`src/rtl/display_scan_if.sv`:
```
// -----------------------------------------------------------------------------
// display_scan_if
//   Bundles the control, data and scan signals of display_scan_driver.
//   master : the controller that drives enable/lzs_en/load/value_in and
//            observes the scan outputs (testbench or system logic).
//   slave  : the scan driver itself.
//
//   enable          1 = scan running, 0 = display dark
//   lzs_en          1 = suppress leading zero digits
//   load            1-cycle strobe, capture value_in
//   value_in[15:0]  new value, [15:12] most significant digit
//   an[3:0]         active-low anodes (0111,1011,1101,1110 or all off)
//   shown_value     value currently on display
//   digit_sel[1:0]  current slot index 0..3
//   frame_done      1-cycle pulse on the first cycle of each frame
//   update_pending  a loaded value is waiting for the frame boundary
// -----------------------------------------------------------------------------
interface display_scan_if;
  logic        enable;
  logic        lzs_en;
  logic        load;
  logic [15:0] value_in;
  logic [3:0]  an;
  logic [15:0] shown_value;
  logic [1:0]  digit_sel;
  logic        frame_done;
  logic        update_pending;

  modport master (
    output enable, lzs_en, load, value_in,
    input  an, shown_value, digit_sel, frame_done, update_pending
  );

  modport slave (
    input  enable, lzs_en, load, value_in,
    output an, shown_value, digit_sel, frame_done, update_pending
  );
endinterface

```
`src/rtl/display_scan_driver.sv`:
```
// -----------------------------------------------------------------------------
// display_scan_driver
//   Active-low anode scan for a 4-digit 7-segment display. Each digit owns a
//   slot of PRESCALE clocks; the first BLANK_CYCLES clocks of every slot keep
//   all anodes off to avoid ghosting. New values are captured by a load strobe
//   and only take effect at a frame boundary (slot 3 -> slot 0), so a frame
//   never shows a mix of old and new digits. Optional leading-zero suppression
//   darkens zero digits above the most significant non-zero digit.
//
// Ports
//   clk    system clock, all state on rising edge
//   rst_n  asynchronous active-low reset
//   bus    display_scan_if.slave (see the interface for signal list)
//
// All outputs are registered. The anode register is loaded from the *next*
// counter/slot/value so that an always matches the digit_sel, cnt and
// shown_value that are current in the same cycle.
// -----------------------------------------------------------------------------
module display_scan_driver #(
  parameter int PRESCALE     = 50000,  // clocks per digit slot, >= BLANK_CYCLES+2
  parameter int BLANK_CYCLES = 500     // dark clocks at each slot start, may be 0
) (
  input  logic          clk,
  input  logic          rst_n,
  display_scan_if.slave bus
);

  localparam int              CW       = (PRESCALE > 1) ? $clog2(PRESCALE) : 1;
  localparam logic [CW-1:0]   CNT_LAST = CW'(PRESCALE - 1);
  localparam logic [3:0]      AN_OFF   = 4'b1111;

  // ---------------------------------------------------------------------------
  // State
  // ---------------------------------------------------------------------------
  logic [CW-1:0] cnt_q,     cnt_d;
  logic [1:0]    sel_q,     sel_d;
  logic [15:0]   shown_q,   shown_d;
  logic [15:0]   pend_q,    pend_d;
  logic          upd_q,     upd_d;
  logic          fd_q,      fd_d;
  logic [3:0]    an_q,      an_d;

  logic          slot_wrap;
  logic          boundary;
  logic          apply_now;
  logic          blanking;
  logic          suppressed;

  // ---------------------------------------------------------------------------
  // State register
  // ---------------------------------------------------------------------------
  // NOTE: every register here is a small flop with a defined reset value;
  // sequential state is always updated with non-blocking assignments so all
  // flops see the pre-edge values of each other.
  always_ff @(posedge clk or negedge rst_n) begin
    if (!rst_n) begin
      cnt_q   <= '0;
      sel_q   <= 2'd0;
      shown_q <= 16'h0000;
      pend_q  <= 16'h0000;
      upd_q   <= 1'b0;
      fd_q    <= 1'b0;
      an_q    <= AN_OFF;
    end else begin
      cnt_q   <= cnt_d;
      sel_q   <= sel_d;
      shown_q <= shown_d;
      pend_q  <= pend_d;
      upd_q   <= upd_d;
      fd_q    <= fd_d;
      an_q    <= an_d;
    end
  end

  // ---------------------------------------------------------------------------
  // Next-state logic: slot counter, digit index and the value update path
  // ---------------------------------------------------------------------------
  assign slot_wrap = (cnt_q == CNT_LAST);
  assign boundary  = bus.enable && slot_wrap && (sel_q == 2'd3);
  // While dark nothing is visible, so a waiting value may be applied at once
  // without tearing; otherwise only at the slot 3 -> slot 0 edge.
  assign apply_now = boundary || !bus.enable;

  // NOTE: every signal assigned in this block gets a default first, so no
  // path leaves it unassigned and no latch is inferred.
  always_comb begin
    cnt_d   = cnt_q;
    sel_d   = sel_q;
    shown_d = shown_q;
    pend_d  = pend_q;
    upd_d   = upd_q;
    fd_d    = boundary;

    if (!bus.enable) begin
      cnt_d = '0;
      sel_d = 2'd0;
    end else if (slot_wrap) begin
      cnt_d = '0;
      sel_d = sel_q + 2'd1;
    end else begin
      cnt_d = cnt_q + CW'(1);
    end

    // Last load wins: a new strobe always overwrites the pending value.
    if (bus.load) begin
      pend_d = bus.value_in;
    end

    if (apply_now) begin
      // A load coinciding with the boundary bypasses the pending register.
      if (bus.load) begin
        shown_d = bus.value_in;
      end else if (upd_q) begin
        shown_d = pend_q;
      end
      upd_d = 1'b0;
    end else if (bus.load) begin
      upd_d = 1'b1;
    end
  end

  // ---------------------------------------------------------------------------
  // Anode decode, evaluated on next-state values and then registered
  // ---------------------------------------------------------------------------
  assign blanking = (int'(cnt_d) < BLANK_CYCLES);

  // Slot 0 is never suppressed so a value of zero still shows a single "0".
  always_comb begin
    suppressed = 1'b0;
    if (bus.lzs_en) begin
      unique case (sel_d)
        2'd3:    suppressed = (shown_d[15:12] == 4'h0);
        2'd2:    suppressed = (shown_d[15:8]  == 8'h00);
        2'd1:    suppressed = (shown_d[15:4]  == 12'h000);
        default: suppressed = 1'b0;
      endcase
    end
  end

  always_comb begin
    an_d = AN_OFF;
    if (bus.enable && !blanking && !suppressed) begin
      unique case (sel_d)
        2'd0:    an_d = 4'b0111;  // digit [3:0]
        2'd1:    an_d = 4'b1011;  // digit [7:4]
        2'd2:    an_d = 4'b1101;  // digit [11:8]
        default: an_d = 4'b1110;  // digit [15:12]
      endcase
    end
  end

  // ---------------------------------------------------------------------------
  // Outputs
  // ---------------------------------------------------------------------------
  assign bus.an             = an_q;
  assign bus.shown_value    = shown_q;
  assign bus.digit_sel      = sel_q;
  assign bus.frame_done     = fd_q;
  assign bus.update_pending = upd_q;

endmodule

```
`src/flat_wrapper.sv`:
```
// flat-port wrapper written by rule: the top's interface ports become plain ports
module display_scan_driver_flat 
#(
  parameter int PRESCALE     = 50000,                                             
  parameter int BLANK_CYCLES = 500                                                
)
  (clk, rst_n, bus_enable, bus_lzs_en, bus_load, bus_value_in, bus_an, bus_shown_value, bus_digit_sel, bus_frame_done, bus_update_pending);
  display_scan_if bus_i ();
  input  logic clk;
  input  logic rst_n;
  input wire logic [$bits(bus_i.enable)-1:0] bus_enable;
  input wire logic [$bits(bus_i.lzs_en)-1:0] bus_lzs_en;
  input wire logic [$bits(bus_i.load)-1:0] bus_load;
  input wire logic [$bits(bus_i.value_in)-1:0] bus_value_in;
  output wire logic [$bits(bus_i.an)-1:0] bus_an;
  output wire logic [$bits(bus_i.shown_value)-1:0] bus_shown_value;
  output wire logic [$bits(bus_i.digit_sel)-1:0] bus_digit_sel;
  output wire logic [$bits(bus_i.frame_done)-1:0] bus_frame_done;
  output wire logic [$bits(bus_i.update_pending)-1:0] bus_update_pending;
  assign bus_i.enable = bus_enable;
  assign bus_i.lzs_en = bus_lzs_en;
  assign bus_i.load = bus_load;
  assign bus_i.value_in = bus_value_in;
  assign bus_an = bus_i.an;
  assign bus_shown_value = bus_i.shown_value;
  assign bus_digit_sel = bus_i.digit_sel;
  assign bus_frame_done = bus_i.frame_done;
  assign bus_update_pending = bus_i.update_pending;
  display_scan_driver #(.PRESCALE(PRESCALE), .BLANK_CYCLES(BLANK_CYCLES)) u_core (.clk(clk), .rst_n(rst_n), .bus(bus_i));
endmodule
```
`config.mk`:
```
export PLATFORM = sky130hd
export DESIGN_NAME = display_scan_driver_flat
export DESIGN_NICKNAME = d
export VERILOG_FILES = /design/src/rtl/display_scan_if.sv /design/src/rtl/display_scan_driver.sv /design/src/flat_wrapper.sv
export SDC_FILE = /design/constraint.sdc
export NUM_CORES = 1
export LEC_CHECK = 0
export ABC_AREA = 1
export CAP_MARGIN = 20
export CORE_UTILIZATION = 46
export DETAILED_ROUTE_END_ITERATION = 6
export HOLD_SLACK_MARGIN = 0.05
export PLACE_DENSITY_LB_ADDON = 0.15
export SLEW_MARGIN = 20
export SYNTH_ARGS = -nofsm -noshare
export SYNTH_HDL_FRONTEND = slang
export SYNTH_SLANG_ARGS = --single-unit
```
`constraint.sdc`:
```
create_clock -name clk -period 2.5 [get_ports clk]
set_clock_uncertainty 0.2 [all_clocks]
set_input_delay 0.5 -clock clk [delete_from_list [all_inputs] [get_ports clk]]
set_output_delay 0.5 -clock clk [all_outputs]
set_load 0.01 [all_outputs]
```
==> out/metrics.cfg, run 1 <==
[worst_setup_path]
cp_num_buf_inv = 1
cp-end-kind = output pin
slowest_delay_ps = 720
crit_fanout = 20
crit_chain = clkdlybuf4s50_1
cp-start-kind = flop
cp_slowest_cell = dfrtp_1
r2r_cells = 12
worst-path-stages = 1
crit_arrival_ps = 1680
required_ps = 1800
criticalPathCategory = flop to output pin
cp_top_family = flip-flops

[timing]
drv_slew = 0
setup_violations = 0
rsz0062_at_grt = false
finalSetupTns_ps = 0
worstMarginPinSlew_ps = 581
slew_headroom_pct = 61.3
max_freq_mhz = 420
period_needed_ps = 2380
hold_viol = 0
post-route-period-util_pct = 95.1

[placed_design]
io_buffers = 44
place_congestion = 0.858
place_hpwl_um = 4440
dpl_cell_area_um2 = 3500

[synth]
yosys_warnings = 0
syn_nets = 402
synth_top_cell_by_area = dfrtp_1
synthTopCellsByArea = dfrtp_1 44%, nand2_1 13%, inv_1 7.5%, o21ai_0 6.1%, nor2_1 4.7%
synth-seq-cells = 56
synth-seq-area-share_pct = 47.4
synth_top_area_share_pct = 43.9
syn_area_um2 = 2970
syn_area_per_cell_um2 = 7.83
synthCells = 379
yosys.cell_types.count = 31

[hold_path]
hold_path_class = flop to flop
hold_depth = 1

[global_routing]
grt_usage_pct = 19.5
antenna_found_initial = 0
grt_max_degree = 39
grt_pass1_wl_um = 9970
grt_pass1_vias = 2263
overflow = 0

[clock_tree]
cts_tree = done
clockBufferDepth = 2
worstSkewPairLatency_ps = 300
cts_sinks = 56
cts_max_level = 2
cts_root_buf = clkbuf_8
path_clk_slew_ps = 100
cts_buffers = 5

[floorplan]
die_x_um = 82.3
initial_core_util_pct = 48.9
die_area_um2 = 6770
placement_rows = 28
die_y_um = 82.3
ios = 45
coreArea_um2 = 6060

[power]
ir_drop_mv = 0.305
powerDensity_nw_per_um2 = 529
leakage_nw = 1.80

[outcome]
outcome = finished clean

[finish]
n_antenna_cell = 0
area_growth_pct = 21.8
utilization_pct = 59.6
fin_nets = 449
drive_above_1_share_pct = 12.6
stdcell_area_um2 = 3610

[route]
dr.pass1.iters = 4
ant_nets = 0
routedWlPerCell_um = 11.8
wl_um = 5910
vias = 2459
viasPerCell = 4.90
drcViolationCount = 0
drtIter0Drc = 159

[flow_run]
cap_violations = 0

flip-flops by register name (all words and copies together), names as in the netlist:
signal                     count
u_core.bus.digit_sel           2
u_core.pend_q                 16
u_core.cnt_q                  16
u_core.bus.frame_done          1
u_core.bus.update_pending      1
u_core.bus.an                  4
u_core.bus.shown_value        16
routing by layer:
metal  vias to the layer above  global-route usage (%)  part of all wire [%]  wire [um]
li1                       1268                       -                     -          -
met1                      1133                    27.3                    50       2970
met2                        52                    30.3                    45       2650
met3                         6                    3.19                   3.7        216
met4                         0                    7.02                   1.2         70
met5                         -                       0                     0          0
cells by family (layout without fill, tap and decap cells):
logic type / after synthesis / after routing / synth area share, %
AO/OA/AOI/OAI: 51 / 51 / 9.49
flip-flops: 56 / 56 / 47.4
buffers and inverters: 73 / 121 / 10.3
XOR/XNOR: 2 / 2 / 0.591
adder cells (fa/ha/maj): 2 / 2 / 0.843
AND/OR/NAND/NOR: 195 / 195 / 31.4
path summary, 6_finish.rpt:
kind | from | endpoint | slack (ps)
worst min-delay path | u_core.cnt_q[0] | u_core.cnt_q[0] | 270
max in group asynchronous | rst_n | u_core.bus.an[2] | 890
min in group asynchronous | rst_n | u_core.cnt_q[12] | 510
worst max-delay path | u_core.bus.update_pending | bus_update_pending | 120
worst min register to register | u_core.cnt_q[0] | u_core.cnt_q[0] | 270
worst max register to register | u_core.cnt_q[0] | u_core.bus.an[2] | 390
through the flow:
| stage | power (W) | std cells | setup WS [ps] | hold slack (ps) |
|---|---|---|---|---|
| 2_1_floorplan | 0.00119 | 379 | 632 | 4.41 |
| 3_3_place_gp | 0.00135 | 493 | 154 | 248 |
| 3_5_place_dp | 0.00135 | 493 | 52.2 | 257 |
| 4_1_cts | 0.00194 | 502 | 110 | 273 |
| 5_1_grt | 0.00202 | 502 | 34.9 | 295 |
| 6_report | 0.00191 | 502 | 122 | 267 |
area by class of cell:
| type | count | area, um2 |
|---|---|---|
| inverter | 61 | 229 |
| clock inverter | 2 | 35.0 |
| tap | 75 | 93.8 |
| timing repair buffer | 52 | 523 |
| clock buffer | 6 | 72.6 |
| multi-input combinational | 250 | 1250 |
| sequential | 56 | 1410 |
| fill | 559 | 2450 |
cell usage in the layout, fill, tap and decap left out, types with 2 or more instances in the layout:
master           Yosys  routed
buf_12               0       2
nor2_2               5       5
nand4_1              2       2
dfrtp_1             52      52
dfstp_2              4       4
nand2_1            101     101
inv_2                2       2
nor2_4               2       2
o21ai_1              2       2
nand2_4              2       2
o21ai_0             36      36
nand3_1             21      21
ha_1                 2       2
xor2_1               2       2
a21oi_1              6       6
nand3_4              3       3
nor3_1               2       2
nand3_2              8       8
clkbuf_8             1       5
buf_4                0       5
nand2_2             10      10
clkdlybuf4s50_1      0      43
inv_1               59      59
nor2_1              37      37
a31oi_1              4       4
where the power goes:
| group | internal [W] | switching, W | total [W] |
|---|---|---|---|
| Combinational | 0.000158 | 0.000161 | 0.000319 |
| Sequential | 0.000967 | 0.0000485 | 0.00102 |
| Clock | 0.000298 | 0.000282 | 0.000580 |
| Total | 0.00142 | 0.000491 | 0.00191 |
repair_timing:
action,CTS,global route
hold buffers,1,0
gates resized for setup,0,0
hold endpoints to repair,20,0
buffers inserted,0,0
Yosys cell counts:
cell type,n
clkbuf_2,1
buf_2,4
o21a_1,1
buf_6,2
inv_2,2
dfstp_2,4
nor2_1,37
nand2_4,2
inv_1,59
nand3_2,8
a21oi_1,6
a21oi_4,1
o21ai_0,36
nor3_1,2
nor2_2,5
nand3_4,3
or2_2,1
o211ai_2,1
clkbuf_8,1
a31oi_1,4
nand2_2,10
nor3b_1,1
nand2_1,101
ha_1,2
nand3_1,21
o21ai_1,2
clkbuf_1,4
nand4_1,2
dfrtp_1,52
xor2_1,2
nor2_4,2
Note: power is estimated with default switching activity, not from simulation.
==> run 2: changes to the inputs <==
CORE_UTILIZATION = 54   (was 46)
==> run 2 against run 1 <==
First-iteration DRC count fell by 11%. Cell count fell by 1.2%. Global-route usage rose by 2.4 points. Cell area fell by 0.69%. Sequential power barely moved. Clock power fell by 20%. Largest cell class unchanged. Worst setup slack improved by 170 ps. Sequential share of layout area rose by 0.27 points. Via count barely moved. Critical path depth did not move. Non-clock buffer count did not move. Register-to-register slack got worse by 40 ps.
==> out/metrics.cfg, run 2 (synthesized netlist as in run 1, its figures left out) <==
[route]
routedWlPerCell_um = 11.6  ; was 11.8 um
drtIter0Drc = 141  ; was 159
dr.pass1.iters = 5  ; was 4
vias = 2458  ; was 2459
drcViolationCount = 0  ; unchanged
viasPerCell = 4.96  ; was 4.90
ant_nets = 0  ; unchanged
wl_um = 5770  ; was 5910 um

[worst_setup_path]
crit_arrival_ps = 1510  ; was 1680 ps
cp_top_family = buffers and inverters  ; was flip-flops
reg2reg_from = u_core.cnt_q[0]  ; unchanged
worst-path-stages = 1  ; unchanged
setup.worst_path.start = u_core.bus.update_pending  ; unchanged
crit_fanout = 14  ; was 20
crit_chain = clkdlybuf4s50_1  ; unchanged
cp_slowest_cell = clkdlybuf4s50_1  ; was dfrtp_1
r2r_cells = 12  ; unchanged
regToRegEndpoint = u_core.bus.an[3]  ; was u_core.bus.an[2]
slowest_delay_ps = 620  ; was 720 ps
cp-end-kind = output pin  ; unchanged
criticalPathCategory = flop to output pin  ; unchanged
required_ps = 1800  ; about the same
r2r_slack_ps = 350  ; was 390 ps
cp_num_buf_inv = 1  ; unchanged
crit_path_end = bus_update_pending  ; unchanged
cp-start-kind = flop  ; unchanged

[clock_tree]
cts_max_level = 2  ; unchanged
cts-hold-fix-buffers = 1  ; unchanged
cts_root_buf = clkbuf_8  ; unchanged
postCtsSetupRepairBufs = 0  ; unchanged
cts_resized = 0  ; unchanged
worstSkewPairLatency_ps = 300  ; about the same
cts_sinks = 56  ; unchanged
path_clk_slew_ps = 90  ; was 100 ps
clockBufferDepth = 2  ; unchanged
cts_tree = done  ; unchanged
cts_buffers = 5  ; unchanged

[timing]
drv_slew = 0  ; unchanged
finalSetupTns_ps = 0  ; unchanged
rsz0062_at_grt = false  ; unchanged
hold_viol = 0  ; unchanged
worstMarginPinSlew_ps = 445  ; was 581 ps
slew_headroom_pct = 70.3  ; was 61.3%
period_needed_ps = 2210  ; was 2380 ps
post-route-period-util_pct = 88.4  ; was 95.1%
max_freq_mhz = 453  ; was 420 MHz
hold_slack_ps = 263  ; was 267 ps
setup_violations = 0  ; unchanged

[floorplan]
ios = 45  ; unchanged
initial_core_util_pct = 57.0  ; was 48.9%
placement_rows = 26  ; was 28
die_area_um2 = 5790  ; was 6770 um2
coreArea_um2 = 5200  ; was 6060 um2
die_x_um = 76.1  ; was 82.3 um
die_y_um = 76.1  ; was 82.3 um

[placed_design]
place_hpwl_um = 4290  ; was 4440 um
dpl_cell_area_um2 = 3500  ; about the same
io_buffers = 44  ; unchanged
place_congestion = 0.863  ; was 0.858
placed_cells = 488  ; was 493

[power]
swShare_pct = 26.7  ; was 25.7%
sequentialPowerShare_pct = 56.3  ; was 53.1%
switchingPower_w = 0.000480  ; was 0.000491 W
power_frac_clock_pct = 25.8  ; was 30.3%
power_frac_comb_pct = 18.0  ; was 16.6%
intPower_w = 0.00132  ; was 0.00142 W
ir_drop_mv = 0.437  ; was 0.305 mV
leakage_nw = 1.79  ; was 1.80 nW
powerDensity_nw_per_um2 = 502  ; was 529 nW/um2

[outcome]
outcome = finished clean  ; unchanged

[global_routing]
grt_pass1_vias = 2278  ; was 2263
grt_pass1_wl_um = 10200  ; was 9970 um
grt_max_degree = 39  ; unchanged
grt_usage_pct = 21.8  ; was 19.5%
overflow = 0  ; unchanged
antenna_found_initial = 0  ; unchanged

[finish]
drive_above_1_share_pct = 12.2  ; was 12.6%
final_cells = 496  ; was 502
n_antenna_cell = 0  ; unchanged
mostFrequentLayoutCells = 101 x nand2_1, 59 x inv_1, 52 x dfrtp_1  ; unchanged
fin_nets = 449  ; unchanged
stdcell_area_um2 = 3590  ; was 3610 um2
area_growth_pct = 21.0  ; was 21.8%
layout_commonest_cell = nand2_1  ; unchanged

[flow_run]
cap_violations = 0  ; unchanged

[hold_path]
hold_path_class = flop to flop  ; unchanged

## run 2: worst min-delay path by stage
stage                     startpoint                      end  slack [ps]  depth (start not counted)
floorplan                      rst_n  u_core.bus.digit_sel[0]           4                          0
global placement    u_core.pend_q[1]         u_core.pend_q[1]         250                          2
detailed placement   u_core.cnt_q[0]          u_core.cnt_q[0]         250                          1
CTS                  u_core.cnt_q[0]          u_core.cnt_q[0]         270                          1
global route        u_core.pend_q[2]         u_core.pend_q[2]         290                          2
finish               u_core.cnt_q[0]          u_core.cnt_q[0]         260                          1
## run 2: layout make-up
class / instances / area, um2
Tap cell: 70 / 87.6
Multi-Input combinational cell: 250 / 1250
Clock buffer: 7 / 76.3
Sequential cell: 56 / 1410
Inverter: 61 / 229
Timing Repair Buffer: 52 / 536
Fill cell: 462 / 1620
## run 2: stage by stage
stage / power (W) / util [%] / setup WS [ps]
3_3_place_gp: 0.00135 / 67.3 / 158
2_1_floorplan: 0.00119 / - / 632
6_report: 0.00180 / 69.0 / 291
3_5_place_dp: 0.00136 / 67.3 / 97.0
5_1_grt: 0.00190 / 69.0 / 175
4_1_cts: 0.00182 / 69.0 / 292
## run 2: power by group through the flow
stage               Clock (W)  Combinational [W]  Sequential (W)
global placement            0           0.000318         0.00103
finish               0.000464           0.000324         0.00101
floorplan                   0           0.000154         0.00104
detailed placement          0           0.000325         0.00103
CTS                  0.000479           0.000329         0.00101
global route         0.000510           0.000366         0.00102
## run 2: metal layers
metal	up-vias	share of wire (%)	global-route usage, %
li1	1268	-	-
met4	0	0.97	6.73
met1	1129	49	30.8
met5	-	0	0
met3	5	4.4	3.35
met2	56	45	35.0
